`src/rtl/reg_load_pkg.sv`:
```
// Shared types and helpers for the register-load scheduler: FSM encoding,
// default widths and a one-hot decoder.
package reg_load_pkg;

    localparam int DW_DEF = 16;
    localparam int AW_DEF = 3;

    typedef enum logic {
        ARB  = 1'b0,
        LOAD = 1'b1
    } state_t;

    // Indices of 16 or more decode to all zeros, so oversized addresses select nothing.
    function automatic logic [15:0] onehot16(input logic [4:0] sel);
        logic [15:0] v;
        v = '0;
        if (sel < 5'd16) begin
            v[sel[3:0]] = 1'b1;
        end
        return v;
    endfunction

endpackage

```
`src/rtl/rr_arbiter.sv`:
```
// Combinational round-robin pick: first asserted request at or after ptr,
// wrapping modulo NREQ.
module rr_arbiter #(
    parameter int NREQ = 4,
    parameter int IW   = 2
) (
    input  logic [NREQ-1:0] req,
    input  logic [IW-1:0]   ptr,
    output logic [IW-1:0]   idx,
    output logic            valid
);

    logic [IW-1:0] cand;

    // Scan from the far end so that the nearest candidate to ptr is written last.
    always_comb begin
        idx   = '0;
        valid = 1'b0;
        cand  = '0;
        for (int k = NREQ - 1; k >= 0; k--) begin
            cand = IW'((int'(ptr) + k) % NREQ);
            if (req[cand]) begin
                idx   = cand;
                valid = 1'b1;
            end
        end
    end

endmodule

```
`src/rtl/reg_load_scheduler.sv`:
```
// Round-robin scheduler sharing one register bank between NREQ requesters.
// Optional write protection is enabled by defining RLS_PROTECT_EN.
module reg_load_scheduler
    import reg_load_pkg::*;
#(
    parameter int NREQ = 4,
    parameter int NREG = 8,
    parameter int DW   = DW_DEF,
    parameter int AW   = AW_DEF
) (
    input  logic                 clock,
    input  logic                 reset,
`ifdef RLS_PROTECT_EN
    input  logic [NREG-1:0]      protect,
    output logic                 err,
`endif
    input  logic [NREQ-1:0]      req,
    input  logic [NREQ*AW-1:0]   req_addr,
    input  logic [NREQ*DW-1:0]   req_data,
    output logic [NREQ-1:0]      gnt,
    output logic [NREG-1:0]      load_en,
    output logic [DW-1:0]        load_data,
    output logic                 busy
);

    localparam int IW = (NREQ > 1) ? $clog2(NREQ) : 1;

    state_t        state;
    logic [IW-1:0] ptr;
    logic [IW-1:0] arb_idx;
    logic          arb_vld;

    logic [IW-1:0] idx_p0;
    logic [AW-1:0] addr_p0;
    logic [DW-1:0] data_p0;

    rr_arbiter #(
        .NREQ (NREQ),
        .IW   (IW)
    ) u_arb (
        .req   (req),
        .ptr   (ptr),
        .idx   (arb_idx),
        .valid (arb_vld)
    );

    // ARB -> LOAD capture; request data is held in unreset registers.
    always_ff @(posedge clock) begin
        if (reset) begin
            state <= ARB;
            ptr   <= '0;
        end else begin
            case (state)
                ARB: begin
                    if (arb_vld) begin
                        state   <= LOAD;
                        idx_p0  <= arb_idx;
                        addr_p0 <= req_addr[int'(arb_idx)*AW +: AW];
                        data_p0 <= req_data[int'(arb_idx)*DW +: DW];
                    end
                end
                default: begin
                    state <= ARB;
                    ptr   <= IW'((int'(idx_p0) + 1) % NREQ);
                end
            endcase
        end
    end

    // LOAD outputs: reset masks them in the same cycle so an interrupted write never lands.
    logic [15:0] gnt_dec;
    logic [15:0] en_dec;
    logic        active;
    logic        blocked;
    logic        wr_ok;
    logic        unused_dec;

    assign gnt_dec    = onehot16(5'(idx_p0));
    assign en_dec     = onehot16(5'(addr_p0));
    assign unused_dec = ^{gnt_dec, en_dec};
    assign active     = (state == LOAD) && !reset;

`ifdef RLS_PROTECT_EN
    assign blocked = |(en_dec[NREG-1:0] & protect);
    assign err     = active && blocked;
`else
    assign blocked = 1'b0;
`endif

    assign wr_ok     = active && !blocked;
    assign gnt       = active ? gnt_dec[NREQ-1:0] : '0;
    assign load_en   = wr_ok ? en_dec[NREG-1:0] : '0;
    assign load_data = (|load_en) ? data_p0 : '0;
    assign busy      = active;

endmodule

```
`config.mk`:
```
export PLATFORM = sky130hd
export DESIGN_NAME = reg_load_scheduler
export DESIGN_NICKNAME = d
export VERILOG_FILES = /design/src/rtl/reg_load_pkg.sv /design/src/rtl/rr_arbiter.sv /design/src/rtl/reg_load_scheduler.sv
export SDC_FILE = /design/constraint.sdc
export NUM_CORES = 1
export LEC_CHECK = 0
export BUFFER_PORTS_ARGS = -buffer_cell sky130_fd_sc_hd__buf_4
export CORE_MARGIN = 1
export CORE_UTILIZATION = 42
export DETAILED_ROUTE_END_ITERATION = 8
export GPL_TIMING_DRIVEN = 1
export PLACE_DENSITY = 0.87
export SLEW_MARGIN = 15
export SYNTH_ARGS = -nofsm -noshare
export SYNTH_HDL_FRONTEND = slang
export SYNTH_SLANG_ARGS = --single-unit
```
`constraint.sdc`:
```
create_clock -name clock -period 2.96 [get_ports clock]
set_input_delay 0.296 -clock clock [delete_from_list [all_inputs] [get_ports clock]]
set_output_delay 0.296 -clock clock [all_outputs]
set_load 0.02 [all_outputs]
```
==> key figures <==
STA
  – Hold Vio Cnt, Final: 0
  – TNS Setup: 0 ns
  – Max transition margin: 0.636
  – Slew Viols, Final: 0
  – Post-route worst setup slack: approximately 0.78 ns
  – Setup violations, final: 0
  – Highest clock rate: about 460 MHz
  – Clock Skew: 0.00474 ns
  – Post-layout min period: 2.18 ns
  – Period utilization: 0.737
  – Worst-margin pin slew: roughly 0.55 ns
  – Unrepaired setup endpoints after global routing: false

Yosys
  – Register area share after synthesis: 0.406
  – Mapped Area: approximately 1700 um2
  – Synth Area per Inst: 11.4 um2
  – Synth area leader: edfxtp_1
  – Ranking of synthesized cells by area: edfxtp_1, mux2i_1, and2_1
  – Synth Warn #: 0
  – Synthesized flop and latch total: 24
  – Synth cell types: 22
  – Cells after Synth: 149
  – Synth top area share: 0.370
  – Syn_nets: 235

Route
  – WL met3: ~300 um
  – Antenna viol nets, final: 0
  – Detailed Route Iter0 Violations: 48
  – WL/cell: around 14 um
  – Drt total wl: around 4.3 mm
  – First-pass DRT Iterations: 4
  – Residual DRC count: 0
  – Max Used Layer: met4
  – Met2 Wirelength: approximately 2.3 mm
  – Met1 Wirelength: about 1.6 mm
  – Via-per-instance ratio: 4.90
  – Vias: 1496

Pwr
  – Peak VDD IR: between 0.00015 and 0.0002 V
  – P_sw: around 270 uW
  – Sequential Power Share: 0.439
  – Switch share: 0.272
  – Logic pwr share: 0.336
  – Clk pwr share: 0.225
  – Pleak: around 1.2 nW
  – Power Density: 378 nW/um2
  – Int Power: around 720 uW

Final layout
  – Ant diodes: 0
  – Area delta synth->final: 53.0%
  – Final net count: approximately 340
  – Most frequent cells in the layout: buf_4, mux2i_1, edfxtp_1
  – Util after Layout: 0.691
  – Finished Cell Area: approximately 2600 um2
  – Filler cells: approximately 300
  – Share of cells above drive strength 1: 0.467
  – Non-filler cells, final: 305
  – Commonest non-fill, non-tap cell in the layout: buf_4

CTS
  – Cts bufs inserted: 3
  – Clk slew on worst S/H paths: ~0.09 ns
  – # Post-CTS Setup Buffers: 0
  – CTS tree: done
  – Post-cts resize count: 0
  – Clock root buffer: clkbuf_8
  – Hold Buf Count CTS: 0
  – Clk sinks: 24
  – CTS max path bufs: 2
  – H-tree depth: 1
  – Clk_lat worst skew: ~0.26 ns

Setup path
  – Critical path required time: approximately 2.7 ns
  – Crit path kind: flip-flop to output port
  – Worst Path Arrival: about 1.9 ns
  – Crit Path Max Fanout: 22
  – Worst setup EP type: output port
  – Crit start category: flip-flop

Global routing
  – Vias in the first global route: 1541
  – Initial antenna violation count: 0
  – GRT Overall Usage: 0.217
  – First-pass GRT wire length: around 7.0 mm
  – GRT overflow: 0
  – Largest net degree at the start of global routing: 28

Floorplanning
  – Io pins: 111
  – Core ar.: ~3800 um2
  – Die ar.: between 4000 and 5000 um2
  – Die Width: ~66 um
  – Die H: 65.7 um
  – Row cnt: 22
  – Initial core utilization: 0.452

Place
  – Gpl congestion: about 0.77
  – Area after DPL: around 2500 um2
  – Hpwl dp: between 3 and 4 mm
  – Placed cell count: between 300 and 400
  – DP Worst Slack: approximately 0.90 ns
  – Port buffer count: 110

Worst hold path
  – Tightest Hold Check Type: primary input to flip-flop

Run
  – Max-Cap Viols: 0

Run status
  – Status: finished clean
==> per-layer routing <==
metal,track usage,vias up
met5,0,-
met4,0.0815,0
met3,0.0469,2
met2,0.423,67
met1,0.218,675
li1,-,752
==> Yosys cell counts, drive strengths merged <==
| master | count |
|---|---|
| mux2i | 58 |
| edfxtp | 21 |
| and2 | 20 |
| buf | 7 |
| inv | 6 |
| nor2 | 6 |
| nor3 | 6 |
| ha | 4 |
| a21oi | 3 |
| dfxtp | 3 |
| nand2b | 3 |
| clkbuf | 2 |
| nand2 | 2 |
| nor4 | 2 |
| o22ai | 2 |
| a211oi | 1 |
| a21o | 1 |
| and2b | 1 |
| o22a | 1 |
==> registers in the layout, summed over array words and instances (netlist names) <==
register and count:
data_p0 16, addr_p0 3, idx_p0 2, ptr 2
state 1
==> through the flow <==
stage | total power [mW] | hold slack, ns
detailed placement | 0.774 | 0.517
global route | 1.03 | 0.241
floorplan | 0.642 | 0.368
global placement | 0.763 | 0.503
finish | 0.986 | 0.238
CTS | 0.993 | 0.233
==> final timing paths <==
| check | endpoint | cells after the start | startpoint | slack [ns] |
|---|---|---|---|---|
| max reg2reg | data_p0[10] | 6 | ptr[1] | 0.97 |
| min | ptr[0] | 2 | reset | 0.24 |
| min reg2reg | ptr[0] | 2 | ptr[0] | 0.54 |
| max | load_en[4] | 5 | state | 0.78 |
==> critical path: stages (launching register included) <==
cell	delay, ns
dfxtp_1	0.46
nand2b_1	0.16
inv_1	0.44
nand2_1	0.20
nor3_1	0.19
buf_4	0.17
==> power groups by stage <==
stage	clock network [mW]	logic, mW	registers, mW
2_1_floorplan	0	0.206	0.435
3_3_place_gp	0	0.326	0.438
3_5_place_dp	0	0.334	0.441
4_1_cts	0.225	0.334	0.433
5_1_grt	0.235	0.361	0.437
6_report	0.222	0.331	0.433
==> cells by family after synthesis <==
kind of cell / Yosys count / synth area share
multiplexers: 58 / 0.341
AND/OR/NAND/NOR: 40 / 0.132
flip-flops: 24 / 0.406
buffers and inverters: 15 / 0.0625
AO/OA/AOI/OAI: 8 / 0.0301
adder cells (fa/ha/maj): 4 / 0.0294
==> cell type report <==
class                      count  area, um2  area share
multi-input combinational    110        916       0.352
inverter                       6       22.5     0.00865
timing repair buffer         113        861       0.330
sequential                    24        691       0.265
clock buffer                   4       55.1      0.0211
tap                           48       60.1      0.0231
No activity file was read; power rests on OpenSTA's default activity.
